===== src/rtl/cpu_types_pkg.sv =====
`default_nettype none
// +----------------------------------------------------------------------+
// | Package : cpu_types_pkg                                              |
// | Brief   : Shared CPU types: RAM status codes and arbiter FSM states. |
// | Rev     : 1.0  initial release                                       |
// +----------------------------------------------------------------------+
package cpu_types_pkg;

  // Status reported by the RAM model / controller each cycle
  typedef enum logic [1:0] {
    FREE   = 2'd0,
    BUSY   = 2'd1,
    ACCESS = 2'd2,
    ERROR  = 2'd3
  } ramstate_t;

  // Instruction/data RAM arbiter states
  typedef enum logic [1:0] {
    IDLE   = 2'd0,
    DGRANT = 2'd1,
    IGRANT = 2'd2
  } arb_state_t;

endpackage : cpu_types_pkg
`default_nettype wire


===== src/rtl/ram_arbiter.sv =====
`default_nettype none
// +----------------------------------------------------------------------+
// | Module : ram_arbiter                                                 |
// | Brief  : Arbitrates one shared RAM port between icache and dcache.   |
// |          Data has priority, bounded by a starvation limit for the    |
// |          instruction side; grants abort on a cycle timeout.          |
// | Rev    : 1.0  initial release                                        |
// +----------------------------------------------------------------------+
module ram_arbiter
  import cpu_types_pkg::*;
#(
  parameter int STARVE_LIMIT = 3,
  parameter int TIMEOUT      = 255
) (
  input  logic        CLK,
  input  logic        RST,
  // instruction side
  input  logic        iREN,
  input  logic [31:0] iaddr,
  output logic        iwait,
  output logic [31:0] iload,
  // data side
  input  logic        dREN,
  input  logic        dWEN,
  input  logic [31:0] daddr,
  input  logic [31:0] dstore,
  output logic        dwait,
  output logic [31:0] dload,
  // RAM side
  output logic        ramREN,
  output logic        ramWEN,
  output logic [31:0] ramaddr,
  output logic [31:0] ramstore,
  input  logic [31:0] ramload,
  input  ramstate_t   ramstate,
  // status
  output logic        err
);

  // Last count value before the abort fires: the grant is dropped on the
  // TIMEOUT-th consecutive cycle that does not see ACCESS.
  localparam logic [7:0] c_tmo_last  = 8'(TIMEOUT - 1);
  localparam logic [1:0] c_starve_max = 2'(STARVE_LIMIT);

  arb_state_t  r_state;
  logic [1:0]  r_starve_cnt;
  logic [7:0]  r_tmo_cnt;
  logic        r_err;

  arb_state_t  w_next_state;
  logic [1:0]  w_starve_nxt;
  logic [7:0]  w_tmo_nxt;
  logic        w_err_set;
  logic        w_dreq;

  assign w_dreq = dREN | dWEN;
  assign err    = r_err;

  // Read data is forwarded unconditionally; requesters qualify it with wait
  assign iload  = ramload;
  assign dload  = ramload;

  // State, counters and sticky error flag
  always_ff @(posedge CLK or posedge RST) begin
    if (RST) begin
      r_state      <= IDLE;
      r_starve_cnt <= 2'd0;
      r_tmo_cnt    <= 8'd0;
      r_err        <= 1'b0;
    end else begin
      r_state      <= w_next_state;
      r_starve_cnt <= w_starve_nxt;
      r_tmo_cnt    <= w_tmo_nxt;
      if (w_err_set) begin
        r_err <= 1'b1;
      end
    end
  end

  // Next-state, counter updates and RAM/requester output decode
  always_comb begin
    w_next_state = r_state;
    w_starve_nxt = r_starve_cnt;
    w_tmo_nxt    = r_tmo_cnt;
    w_err_set    = 1'b0;
    iwait        = 1'b1;
    dwait        = 1'b1;
    ramREN       = 1'b0;
    ramWEN       = 1'b0;
    ramaddr      = 32'd0;
    ramstore     = 32'd0;

    case (r_state)
      IDLE: begin
        // Holding the timeout counter at zero here clears it on grant entry
        w_tmo_nxt = 8'd0;
        if (!iREN) begin
          w_starve_nxt = 2'd0;
        end
        if (w_dreq && iREN) begin
          w_next_state = (r_starve_cnt == c_starve_max) ? IGRANT : DGRANT;
        end else if (w_dreq) begin
          w_next_state = DGRANT;
        end else if (iREN) begin
          w_next_state = IGRANT;
        end
      end

      DGRANT: begin
        ramaddr  = daddr;
        ramstore = dstore;
        ramWEN   = dWEN;
        ramREN   = dREN & ~dWEN;
        if (!w_dreq) begin
          // Requester withdrew: release the port without acknowledging
          w_next_state = IDLE;
        end else if (ramstate == ACCESS) begin
          dwait        = 1'b0;
          w_next_state = IDLE;
          if (iREN && (r_starve_cnt != c_starve_max)) begin
            w_starve_nxt = r_starve_cnt + 2'd1;
          end
        end else begin
          if (ramstate == ERROR) begin
            w_err_set = 1'b1;
          end
          if (r_tmo_cnt == c_tmo_last) begin
            w_err_set    = 1'b1;
            w_next_state = IDLE;
          end else begin
            w_tmo_nxt = r_tmo_cnt + 8'd1;
          end
        end
      end

      IGRANT: begin
        ramaddr = iaddr;
        ramREN  = 1'b1;
        if (!iREN) begin
          w_next_state = IDLE;
        end else if (ramstate == ACCESS) begin
          iwait        = 1'b0;
          w_next_state = IDLE;
          w_starve_nxt = 2'd0;
        end else begin
          if (ramstate == ERROR) begin
            w_err_set = 1'b1;
          end
          if (r_tmo_cnt == c_tmo_last) begin
            w_err_set    = 1'b1;
            w_next_state = IDLE;
          end else begin
            w_tmo_nxt = r_tmo_cnt + 8'd1;
          end
        end
      end

      default: begin
        w_next_state = IDLE;
      end
    endcase
  end

endmodule : ram_arbiter
`default_nettype wire

===== config.mk =====
export PLATFORM = sky130hd
export DESIGN_NAME = ram_arbiter
export DESIGN_NICKNAME = d
export VERILOG_FILES = /design/src/rtl/cpu_types_pkg.sv /design/src/rtl/ram_arbiter.sv
export SDC_FILE = /design/constraint.sdc
export NUM_CORES = 1
export LEC_CHECK = 0
export ABC_AREA = 1
export BUFFER_PORTS_ARGS = -buffer_cell sky130_fd_sc_hd__clkbuf_2
export CORE_AREA = 4 4 102 104
export DETAILED_ROUTE_END_ITERATION = 10
export DIE_AREA = 0 0 106 108
export PLACE_DENSITY = 0.71
export SYNTH_ARGS = -nofsm -noshare
export SYNTH_HDL_FRONTEND = slang
export SYNTH_SLANG_ARGS = --single-unit

===== constraint.sdc =====
create_clock -name CLK -period 1.73 [get_ports CLK]
set_input_delay 0.173 -clock CLK [delete_from_list [all_inputs] [get_ports CLK]]
set_output_delay 0.173 -clock CLK [all_outputs]
set_load 0.005 [all_outputs]

## After elaboration in Yosys (flattened, before gate mapping)

Cells that the tools add are included.

- Bits of input ports: 135
- Flip-flop bits (word level): 13
- Logic and storage cells: 65

- Equal/unequal tests: 14
- Bitwise gates (word level): 3
- Add/sub/neg operators: 2
- Reduce and logical (&&, ||, !) cells: 6
- Muxes and demuxes: 36

Operator list:

| kind | number |
|---|---|
| $pmux 32 s2 | 1 |
| $mux 32 | 1 |
| $mux 8 | 4 |
| $mux 2 | 14 |
| $pmux 8 s3 | 1 |
| $ne 2x2->1 const B | 7 |
| $pmux 2 s3 | 2 |
| $mux 1 | 11 |
| $add 8x1->8 const B | 1 |
| $eq 2x2->1 const B | 4 |
| $eq 8x8->1 const B | 1 |
| $reduce_and 7->1 | 1 |
| $ne 4x4->1 const B | 1 |
| $pmux 1 s2 | 2 |
| $reduce_and 3->1 | 1 |
| $reduce_bool 3->1 | 1 |
| $add 2x1->2 const B | 1 |
| $eq 2x1->1 const B | 1 |
| $logic_and 1x1->1 | 2 |
| $logic_not 2->1 | 1 |
| $and 1x1->1 | 1 |
| $not 1->1 | 1 |
| $or 1x1->1 | 1 |

## Depth between registers and ports, before layout

Gate-level depths: netlist (run 1).

- Word-level depth: 6
- Depth in mapped cells: 10
- Gate-level depth less buffers: 9

## Least setup slack after synthesis (run 1)

Ideal clock, no wire load.

- Kind: reg-to-reg
- Start point: register r_state[0]
- End point: register r_tmo_cnt[4]
- Path slack: 0.311 ns
- Library setup time: 0.118 ns
- Cell stages (with the launch flop): 8
- Path buffers: 1
- Arrival: 1.302 ns
- Clock period less this slack: 1.419 ns
- Cells stage by stage: dfrtp_1 inv_1 ha_1 inv_2 clkbuf_1 nor2_1 nand2_1 nand2_1

- Longest elaborated chain between the ends: 3
- Elaborated cells on any way between the ends: 8
- Those cells by class: eq/ne (4); mux (1); reduce/logical (3)

RTL lines:

| item | RTL line | source |
|---|---|---|
| start, declared | ram_arbiter.sv:45 | `arb_state_t r_state;` |
| start signal, assigned | ram_arbiter.sv:71 | `r_state <= w_next_state;` |
| $eq 2x1->1, or another cell as far along | ram_arbiter.sv:93 | `case (r_state)` |
| $ne 2x2->1 (no source line) or $reduce_bool 3->1 (tied branches) | - |  |
| $reduce_and 3->1 (no source line) | - |  |
| end signal, assigned | ram_arbiter.sv:73 | `r_tmo_cnt <= w_tmo_nxt;` |
| end, declared | ram_arbiter.sv:47 | `logic [7:0] r_tmo_cnt;` |

Parallel ways exist; a longest one is shown, timed or not.
A chain may end at the register's enable or synchronous reset.

## Worst setup path after layout (run 1)

- Start point: register r_state[1]
- End point: output ramREN

- Longest elaborated chain between the ends: 2
- Elaborated cells on any way between the ends: 3
- Those cells by class: eq/ne (2); mux (1)

RTL lines:

| item | RTL line | source |
|---|---|---|
| $eq 2x2->1 or $eq 2x1->1 (tied branches) | ram_arbiter.sv:93 |  |
| $pmux 1 s2 (*) | ram_arbiter.sv:93 |  |
| end, declared | ram_arbiter.sv:30 | `output logic ramREN,` |

Every way passes the cells marked *; elsewhere a longest branch is shown, timed or not.

==> results of run 1 <==
-- per-layer routing --
layer	wire, µm	vias up	part of all wire (%)
li1	-	1347	-
met1	3824	1159	41
met2	4516	141	49
met3	811	15	8.8
met4	112	0	1.2
met5	0	-	0
-- area by class of cell --
cell class,count,area (µm²)
sequential,13,326.6
inverter,49,193.9
fill,1106,6362
clock buffer,4,45.04
tap,133,166.4
multi-input combinational,248,1303
timing repair buffer,193,1152
-- flip-flops by register name, indices dropped and copies added (netlist names) --
signal / cells
r_starve_cnt: 2
r_state: 2
err: 1
r_tmo_cnt: 8
-- cells by family (layout without fill, tap and decap cells) --
| kind of cell | Yosys count | after routing |
|---|---|---|
| simple gates | 197 | 197 |
| buf+inv | 129 | 246 |
| compound gates | 41 | 41 |
| flops | 13 | 13 |
| fa+ha+maj | 7 | 7 |
| xor+xnor | 3 | 3 |
-- Yosys cell counts (2+ instances only) --
master / instances / area, µm²
sky130_fd_sc_hd__buf_2: 5 / 25.02
sky130_fd_sc_hd__nand4_1: 2 / 12.51
sky130_fd_sc_hd__dfrtp_1: 13 / 325.3
sky130_fd_sc_hd__nor2_1: 18 / 67.56
sky130_fd_sc_hd__ha_1: 7 / 87.58
sky130_fd_sc_hd__clkbuf_1: 7 / 26.28
sky130_fd_sc_hd__nand3_1: 11 / 55.05
sky130_fd_sc_hd__a21oi_1: 35 / 175.2
sky130_fd_sc_hd__buf_4: 67 / 503.0
sky130_fd_sc_hd__xor2_1: 2 / 17.52
sky130_fd_sc_hd__inv_1: 47 / 176.4
sky130_fd_sc_hd__inv_2: 2 / 7.510
sky130_fd_sc_hd__nor2_4: 3 / 33.78
sky130_fd_sc_hd__o21bai_1: 3 / 22.52
sky130_fd_sc_hd__nand2_1: 155 / 581.8
sky130_fd_sc_hd__nand2_2: 4 / 25.02
-- worst paths after layout --
path / to / slack, ns / depth (start not counted) / startpoint
max: ramREN / -0.01 / 6 / r_state[1]$_DFFE_PP0P_
min: dload[11] / 0.35 / 0 / ramload[11]
max reg2reg: r_tmo_cnt[3]$_DFFE_PP0P_ / 0.06 / 8 / r_state[0]$_DFFE_PP0P_
min reg2reg: err$_DFFE_PP0P_ / 0.47 / 1 / err$_DFFE_PP0P_
max in group asynchronous: r_state[0]$_DFFE_PP0P_ / 0.83 / 3 / RST
min in group asynchronous: r_state[1]$_DFFE_PP0P_ / 0.50 / 3 / RST
-- power by group --
| group | internal [µW] | total [µW] | leakage [µW] | switching (µW) |
|---|---|---|---|---|
| combinational | 1800 | 3900 | 0.00173 | 2100 |
| clock | 163 | 280 | 0.0000228 | 117 |
| sequential | 368 | 438 | 0.000170 | 70.6 |
-- worst register-to-register path, delay by kind of cell (launching register included) --
| family | cells | cell delay [ns] |
|---|---|---|
| and+or+nand+nor | 5 | 0.55 |
| buffers and inverters | 2 | 0.45 |
| DFF | 1 | 0.43 |
| adders and majority gates | 1 | 0.19 |
-- metrics by stage --
| stage | utilization, % | total power (µW) | setup slack [ns] | std cells |
|---|---|---|---|---|
| final | 33.37 | 4622 | -0.01255 | 640 |
| after global routing | 33.37 | 5026 | -0.08276 | 640 |
| after CTS | 32.15 | 4335 | -0.009914 | 639 |
| after detailed placement | 29.25 | 3410 | -0.07590 | 625 |
| after global placement | 29.25 | 3401 | -0.04578 | 625 |
| after floorplan | - | 2177 | 0.3109 | 390 |
-- repair_timing --
action,CTS,global route
buffers inserted,7,0
gates cloned,2,1
hold buffers,1,0
pin swaps,2,10
endpoints found under the setup margin,34,63
endpoints found under the hold margin,13,0
gates resized for setup,24,45
==> impl_summary.txt, run 1 <==
----------------------------------------------------
[Synthesis]
  Sequential-to-total area share from yosys stat ... 14.70%
  Number of synthesized register bits ... 13
  Synth Instances ... slightly below 400
  Async set-reset flop share out of synthesis ... 100.0%
  Simple-gate area share of the yosys netlist ... between 30% and 40%
  Post-synthesis compound-gate area fraction ... 9.723%
  Multiplexer area fraction after synthesis ... 0%
  EDFF count, synth ... 0
  Number of distinct standard cells referenced by the synthesized netlist ... 25
  Largest family of logic cells by synthesized area ... simple AND/OR/NAND/NOR gates
  Post-synth net total ... approximately 530
  Synthesized-area fraction occupied by adder cells ... 3.957%
  Synthesized cell area ... between 0.002 and 0.0025 mm²
  Xor and xnor fraction of the mapped netlist area ... 1.187%
  Count of synthesis-stage warnings from yosys ... 0
  Most frequently used flop master after synthesis ... sky130_fd_sc_hd__dfrtp_1
  Mean post-synth cell area ... 5.675 µm²

[Route]
  Vias post-DR ... 2662
  Vias per Instance ... roughly 4.2
  Remaining routing DRC violations ... 0
  Routed wire length ... 9.264 mm
  Antenna Nets Post-Route ... 0
  Length of the first detailed-routing pass in iterations ... 4
  Routed wire length per instance ... 14.48 µm
  Initial DRC count ... 169

[Timing]
  Clock skew ... 0.004216 ns
  Total count of hold-check failures in the final report ... 0
  Final period demand of the worst path ... 1.743 ns
  Slew at the pin with the worst max-slew slack ... ~0.55 ns
  Setup repair after global routing missed its margin ... yes
  Final worst-path setup slack ... -0.01255 ns
  Number of slew-limit violations in the final report ... 0
  Number of setup violations in the final report ... 2
  Worst hold slack across all endpoints ... about 0.35 ns
  Period utilisation layout ... 100.7%
  Slew headroom ... between 60 and 70%
  Accumulated negative setup slack ... -0.02218 ns
  F_max ... 0.5739 GHz

[Global routing]
  Met2 Resource Use GR ... 24.54%
  Global Route met3 Usage ... 4.955%
  Overall track demand over capacity in global routing ... between 10% and 20%
  Via count of the first global-routing pass ... 2435
  Global-route met1 utilization ... between 10% and 20%
  Wire length of the first global-routing pass ... 13.32 mm
  Number of antenna violations at the first check in global routing ... 0
  Largest net degree at the start of global routing ... 32
  Remaining Overflow, GRT ... 0
  GRT Max-Usage Layer ... met2

[Die]
  Row count ... 36
  Number of top-level pins ... 268
  Horizontal extent of the die ... 106 µm
  Core area ... 0.009549 mm²
  Die boundary height ... 108 µm
  Area of the die ... 0.01145 mm²
  Initial core utilization ... 23.18%

[Clock network]
  CTS clk-pin slew, worst paths ... roughly 0.060 ns
  Root buffer cell ... sky130_fd_sc_hd__clkbuf_8
  Clock tree from TritonCTS ... yes
  Deepest clock path buffer count ... 2
  Clock insertion delay at the later pin of the skew report ... 0.25 ns
  Sinks on the clock net ... 13
  Level count of the clock H-tree ... 1
  Number of buffers inserted during clock tree synthesis ... 3

[Power and ir drop]
  Power density relative to cell area ... between 1000 and 1500 mW/mm²
  Cell leakage power ... 0.001925 µW
  Worst IR drop on VDD ... ~0.61 mV

[Worst setup path]
  Number of buffers and inverters on the critical path ... 3
  Kind of cell adding the most delay to the critical path ... flip-flops
  Worst stage delay on the critical path ... a little over 0.4 ns
  CP endpoint kind ... output pin
  CP max-delay cell ... sky130_fd_sc_hd__dfrtp_1
  Worst setup SP type ... flip-flop
  Largest fanout on the critical path ... 10
  Critical Path RT ... about 1.6 ns
  Data arrival time of the worst path ... 1.57 ns
  Category of the critical setup timing path ... reg -> out
  Ordered list of cells on the worst path ... inv_2 > ha_4 > buf_12 > nand3_2 > a21oi_4 > clkbuf_2

[Run]
  Max-cap violations ... 0

[Run status]
  Violations in the final reports ... setup timing
  Result of the run ... finished, violations left

[Cells and area]
  Net count reported at finish ... 650
  Commonest non-fill, non-tap cell in the layout ... sky130_fd_sc_hd__clkbuf_2
  Final non-filler cell area ... 0.003187 mm²
  Highest-count cells in the layout ignoring fill and taps ... sky130_fd_sc_hd__clkbuf_2, sky130_fd_sc_hd__nand2_1, sky130_fd_sc_hd__inv_1
  Ant. Diodes ... 0
  Fraction of layout instances using a drive strength above 1 ... 47.53%
  Area delta synth->final ... 43.98%

[Place]
  IO buf count ... 171
  HPWL after DPL ... 7.290 mm
  Routability-driven placement congestion ratio ... 0.7975
  Cell area reported after detailed placement ... 0.002793 mm²

[Min path]
  Min-delay worst type ... in -> out

----------------------------------------------------
Note: power is estimated with default switching activity, not from simulation.
==> run 2: changes to the inputs <==
--- a/config.mk
+++ b/config.mk
@@ -10,7 +10,7 @@
 export CORE_AREA = 4 4 102 104
 export DETAILED_ROUTE_END_ITERATION = 10
 export DIE_AREA = 0 0 106 108
-export PLACE_DENSITY = 0.71
+export PLACE_DENSITY_LB_ADDON = 0.3
 export SYNTH_ARGS = -nofsm -noshare
 export SYNTH_HDL_FRONTEND = slang
 export SYNTH_SLANG_ARGS = --single-unit
==> impl_summary.txt, run 2 (same netlist as run 1, synthesis figures left out) <==
----------------------------------------------------
[Run status]
  Result of the run ... finished clean

[Min path]
  Hold depth ... 5
  Destination of the worst hold path ... err$_DFFE_PP0P_
  Min-delay worst type ... in -> reg
  Start point of the worst min-delay path ... ramstate[1]

[Die]
  Initial core utilization ... 23.18%
  Core area ... 0.009549 mm²
  Area of the die ... 0.01145 mm²
  Die boundary height ... approximately 110 µm
  Row count ... 36
  Number of top-level pins ... around 270
  Horizontal extent of the die ... 106 µm

[Worst setup path]
  Endpoint of the lowest-slack register-to-register path ... r_starve_cnt[1]$_DFFE_PP0P_
  Largest fanout on the critical path ... 23
  Critical Path RT ... 1.56 ns
  Depth of the most critical reg-to-reg path ... 10
  Worst setup SP type ... flip-flop
  CP endpoint kind ... output pin
  Data arrival time of the worst path ... between 1.5 and 2 ns
  Worst r2r src ... r_state[1]$_DFFE_PP0P_
  Category of the critical setup timing path ... reg -> out
  Reg2Reg Setup Slack ... 0.08 ns

[Timing]
  Worst hold slack across all endpoints ... 0.3109 ns
  Number of slew-limit violations in the final report ... 0
  Slew headroom ... approximately three fifths
  Clock skew ... 0.003087 ns
  Slew at the pin with the worst max-slew slack ... 0.5795 ns
  Number of setup violations in the final report ... 0
  F_max ... slightly below 0.6 GHz
  Period utilisation layout ... 98.17%
  Final period demand of the worst path ... 1.698 ns
  Total count of hold-check failures in the final report ... 0
  Setup repair after global routing missed its margin ... yes

[Cells and area]
  Register with the highest flop count ... r_tmo_cnt
  Filler cell count ... 1109
  Commonest non-fill, non-tap cell in the layout ... sky130_fd_sc_hd__clkbuf_2
  Ant. Diodes ... 0
  Area delta synth->final ... 38.16%
  Net count reported at finish ... 643
  Regs by FF count ... r_tmo_cnt (8), r_starve_cnt (2), r_state (2)
  Fraction of layout instances using a drive strength above 1 ... 45.80%
  Max FFs per register ... 8
  Highest-count cells in the layout ignoring fill and taps ... sky130_fd_sc_hd__clkbuf_2, sky130_fd_sc_hd__nand2_1, sky130_fd_sc_hd__inv_1
  Core utilization of the finished layout ... 32.02%

[Place]
  Routability-driven placement congestion ratio ... just over 0.8
  HPWL after DPL ... 7.680 mm
  IO buf count ... roughly 170

[Run]
  Max-cap violations ... 0

[Global routing]
  Overall track demand over capacity in global routing ... 15.09%
  Largest net degree at the start of global routing ... 26
  Via count of the first global-routing pass ... 2661
  Wire length of the first global-routing pass ... 13.90 mm
  Remaining Overflow, GRT ... 0
  Number of antenna violations at the first check in global routing ... 0

[Route]
  Vias per Instance ... 4.269
  Routed wire length per instance ... around 15 µm
  Length of the first detailed-routing pass in iterations ... 5
  Antenna Nets Post-Route ... 0
  Vias post-DR ... 2702
  Initial DRC count ... 85
  Routed wire length ... 9.361 mm
  Remaining routing DRC violations ... 0

[Clock network]
  Root buffer cell ... sky130_fd_sc_hd__clkbuf_8
  Level count of the clock H-tree ... 1
  CTS clk-pin slew, worst paths ... 0.06 ns
  Clock insertion delay at the later pin of the skew report ... 0.25 ns
  Deepest clock path buffer count ... 2
  Clock tree from TritonCTS ... yes
  Number of buffers inserted during clock tree synthesis ... 3
  Sinks on the clock net ... 13

[Power and ir drop]
  Worst IR drop on VDD ... 0.5265 mV
  Power density relative to cell area ... 1369 mW/mm²
  Cell leakage power ... 0.001855 µW

----------------------------------------------------
==> run 2: routing by layer <==
metal	part of all wire [%]	wire [µm]	GRT usage, %	up-vias
li1	-	-	-	1325
met1	37	3509	17.03	1224
met2	52	4835	27.50	141
met3	9.4	881	5.552	12
met4	1.4	134	2.868	0
met5	0	0	0	-
==> run 2: final cells by class <==
cell class                 instances  area, µm²  share of cell area (%)
timing repair buffer             186       1077                   35.23
multi-input combinational        248       1260                   41.20
clock buffer                       4      45.04                   1.473
tap                              133      166.4                   5.442
inverter                          49      183.9                   6.015
sequential                        13      325.3                   10.64
==> run 2: worst max-delay path by stage <==
stage,start,to,slack (ns)
floorplan,r_state[0]$_DFFE_PP0P_,r_tmo_cnt[4]$_DFFE_PP0P_,0.31
global route,r_state[1]$_DFFE_PP0P_,ramstore[29],-0.04
detailed placement,r_state[0]$_DFFE_PP0P_,ramaddr[3],0.12
finish,r_state[1]$_DFFE_PP0P_,ramaddr[9],0.03
global placement,r_state[0]$_DFFE_PP0P_,ramaddr[3],0.16
CTS,r_state[1]$_DFFE_PP0P_,ramaddr[13],0.01
==> run 2: timing repair <==
item                       CTS  global route
setup buffers                2             4
gates cloned                 1             1
hold endpoints to repair    13             0
hold buffers                 1             0
pin swaps                    0             3
resized for setup           11            43
setup endpoints to repair   34            54
==> run 2: per-stage QoR <==
step / TNS, ns / cells / total power (µW) / setup slack [ns] / instance area (µm²)
floorplan: 0 / 390 / 2177 / 0.3109 / 2213
global placement: 0 / 620 / 3257 / 0.1552 / 2755
detailed placement: 0 / 620 / 3287 / 0.1176 / 2755
CTS: 0 / 628 / 3917 / 0.01141 / 2917
global route: -0.8561 / 633 / 4571 / -0.04352 / 3058
finish: 0 / 633 / 4186 / 0.03163 / 3058
==> run 2: worst max-delay path, stage by stage, from the launching register on <==
cell,delay [ns]
sky130_fd_sc_hd__dfrtp_1,0.40
sky130_fd_sc_hd__inv_2,0.11
sky130_fd_sc_hd__ha_4,0.21
sky130_fd_sc_hd__buf_12,0.17
sky130_fd_sc_hd__nand2_1,0.08
sky130_fd_sc_hd__a21oi_2,0.16
sky130_fd_sc_hd__buf_2,0.13
==> run 2: where the power goes <==
part	internal [µW]	switching (µW)	total (µW)
Combinational	1530	1940	3470
Clock	163	124	287
Sequential	365	63.4	428
Total	2060	2130	4190
==> run 3: changes to the inputs <==
--- a/config.mk
+++ b/config.mk
@@ -7,9 +7,11 @@
 export LEC_CHECK = 0
 export ABC_AREA = 1
 export BUFFER_PORTS_ARGS = -buffer_cell sky130_fd_sc_hd__clkbuf_2
-export CORE_AREA = 4 4 102 104
+export CELL_PAD_IN_SITES_DETAIL_PLACEMENT = 1
+export CELL_PAD_IN_SITES_GLOBAL_PLACEMENT = 2
+export CORE_MARGIN = 4
+export CORE_UTILIZATION = 13
 export DETAILED_ROUTE_END_ITERATION = 10
-export DIE_AREA = 0 0 106 108
 export PLACE_DENSITY_LB_ADDON = 0.3
 export SYNTH_ARGS = -nofsm -noshare
 export SYNTH_HDL_FRONTEND = slang
==> impl_summary.txt, run 3 (same netlist as run 1, synthesis figures left out) <==
----------------------------------------------------
[Run status]
  Result of the run ... finished, violations left
  Violations in the final reports ... hold timing

[Power and ir drop]
  Power density relative to cell area ... 1444 mW/mm²
  Worst IR drop on VDD ... 0.5415 mV
  Cell leakage power ... about 0.0020 µW
  Final Total Pwr ... 4957 µW

[Place]
  IO buf count ... 171
  Routability-driven placement congestion ratio ... 0.7862
  Worst slack, placed ... between 0.06 and 0.07 ns
  Number of placed cells counting well taps ... 709
  HPWL after DPL ... just over 8 mm
  Cell area reported after detailed placement ... 0.002879 mm²

[Timing]
  Final period demand of the worst path ... 1.723 ns
  Worst hold slack across all endpoints ... -0.03733 ns
  Slew at the pin with the worst max-slew slack ... 0.5892 ns
  Number of setup violations in the final report ... 0
  Setup repair after global routing missed its margin ... yes
  Period utilisation layout ... 99.58%
  Clock skew ... 0.003481 ns
  Total count of hold-check failures in the final report ... 13
  Slew headroom ... 60.68%
  Final worst-path setup slack ... 0.007287 ns
  Number of slew-limit violations in the final report ... 0
  F_max ... 0.5805 GHz

[Die]
  Horizontal extent of the die ... 138.5 µm
  Initial core utilization ... 13.30%
  Row count ... 47
  Core area ... approximately 0.017 mm²
  Area of the die ... 0.01918 mm²
  Number of top-level pins ... ~270
  Die boundary height ... ~140 µm

[Route]
  Initial DRC count ... approximately 50
  Antenna Nets Post-Route ... 0
  Length of the first detailed-routing pass in iterations ... 4
  Vias post-DR ... roughly 2.7k
  Routed wire length ... between 10 and 15 mm
  Remaining routing DRC violations ... 0
  Vias per Instance ... 3.750
  Routed wire length per instance ... 14.59 µm

[Global routing]
  Number of antenna violations at the first check in global routing ... 0
  Remaining Overflow, GRT ... 0
  Largest net degree at the start of global routing ... 27
  Overall track demand over capacity in global routing ... 10.01%
  Wire length of the first global-routing pass ... 15.73 mm
  Via count of the first global-routing pass ... ~2.8k

[Cells and area]
  Non-filler instance count after layout ... 723
  Commonest non-fill, non-tap cell in the layout ... sky130_fd_sc_hd__nand2_1
  Net count reported at finish ... 646
  Area delta synth->final ... 55.12%
  Register with the highest flop count ... r_tmo_cnt
  Max FFs per register ... 8
  Highest-count cells in the layout ignoring fill and taps ... sky130_fd_sc_hd__nand2_1, sky130_fd_sc_hd__clkbuf_2, sky130_fd_sc_hd__inv_1
  Final non-filler cell area ... 0.003433 mm²
  Ant. Diodes ... 0
  Regs by FF count ... r_tmo_cnt (8), r_starve_cnt (2), r_state (2)
  Fraction of layout instances using a drive strength above 1 ... 52.29%

[Clock network]
  Root buffer cell ... sky130_fd_sc_hd__clkbuf_16
  Level count of the clock H-tree ... 1
  Clock tree from TritonCTS ... yes
  Clock insertion delay at the later pin of the skew report ... roughly 0.25 ns
  CTS clk-pin slew, worst paths ... 0.05 ns
  Sinks on the clock net ... 13
  Deepest clock path buffer count ... 2
  Count of hold buffers inserted by post-cts repair ... 0
  Number of buffers inserted during clock tree synthesis ... 3

[Worst setup path]
  Number of buffers and inverters on the critical path ... 3
  CP endpoint kind ... output pin
  Kind of cell adding the most delay to the critical path ... buffers and inverters
  Critical Path RT ... 1.56 ns
  Largest fanout on the critical path ... 8
  Data arrival time of the worst path ... approximately 1.6 ns
  Worst stage delay on the critical path ... around 0.39 ns
  CP max-delay cell ... sky130_fd_sc_hd__dfrtp_1
  Worst setup SP type ... flip-flop
  Ordered list of cells on the worst path ... inv_2 > ha_4 > clkbuf_16 > nand2_1 > a21oi_1 > buf_2
  Category of the critical setup timing path ... reg -> out

[Run]
  Max-cap violations ... 0

[Min path]
  Min-delay worst type ... in -> async

----------------------------------------------------
-- run 3: cell types whose count changed in the layout (fill, tap and decap cells not counted), sizes merged --
cell         delta
buf            +28
clkbuf         -24
dlygate4sd3     -1
-- run 3: layout make-up --
class	count	area [µm²]
clock buffer	4	78.83
tap	220	275.3
multi-input combinational	248	1355
sequential	13	325.3
fill	2105	13210
timing repair buffer	189	1215
inverter	49	183.9
-- run 3: power breakdown --
group          switching (µW)  internal [µW]  total [µW]
Clock                     142            312         455
Sequential               62.6            366         428
Combinational            2240           1840        4070
Total                    2440           2520        4960
-- run 3: metal layers --
layer | up-vias | GRT usage, % | part of all wire (%)
li1 | 1336 | - | -
met1 | 1253 | 10.56 | 36
met2 | 100 | 19.81 | 56
met3 | 22 | 2.175 | 6.3
met4 | 0 | 2.652 | 2.1
met5 | - | 0 | 0
-- run 3: path summary, 6_finish.rpt --
path                                        startpoint                          end  slack [ns]  cells after the start
max                             r_state[1]$_DFFE_PP0P_                   ramaddr[5]       0.007                      6
min                                                RST       r_state[1]$_DFFE_PP0P_       -0.04                      2
max reg2reg                     r_state[0]$_DFFE_PP0P_     r_tmo_cnt[3]$_DFFE_PP0P_        0.14                      8
min reg2reg                r_starve_cnt[1]$_DFFE_PP0P_  r_starve_cnt[1]$_DFFE_PP0P_        0.49                      2
max in group asynchronous                          RST  r_starve_cnt[0]$_DFFE_PP0P_        1.38                      2
min in group CLK                           ramstate[1]              err$_DFFE_PP0P_        0.33                      5
-- run 3: repair_timing --
action,4_1_cts,5_1_grt
pin swaps,1,32
gates cloned,2,4
resized for setup,13,120
buffers inserted,5,1
endpoints found under the setup margin,61,72
-- run 3: stage by stage --
stage	setup TNS [ns]	util (%)
after CTS	-0.8060	18.76
final	0	20.63
after global routing	-1.502	20.63
after detailed placement	0	17.30
after floorplan	0	-
after global placement	0	17.30
-- run 3: worst register-to-register path, cell delays in order, from the launching register on --
cell                      delay (ns)
sky130_fd_sc_hd__dfrtp_1        0.39
sky130_fd_sc_hd__buf_6          0.13
sky130_fd_sc_hd__buf_4          0.13
sky130_fd_sc_hd__ha_1           0.25
sky130_fd_sc_hd__nor2_4         0.15
sky130_fd_sc_hd__nand2_2        0.08
sky130_fd_sc_hd__nor2_4         0.23
sky130_fd_sc_hd__nand2_1        0.09
sky130_fd_sc_hd__nand2_1        0.07
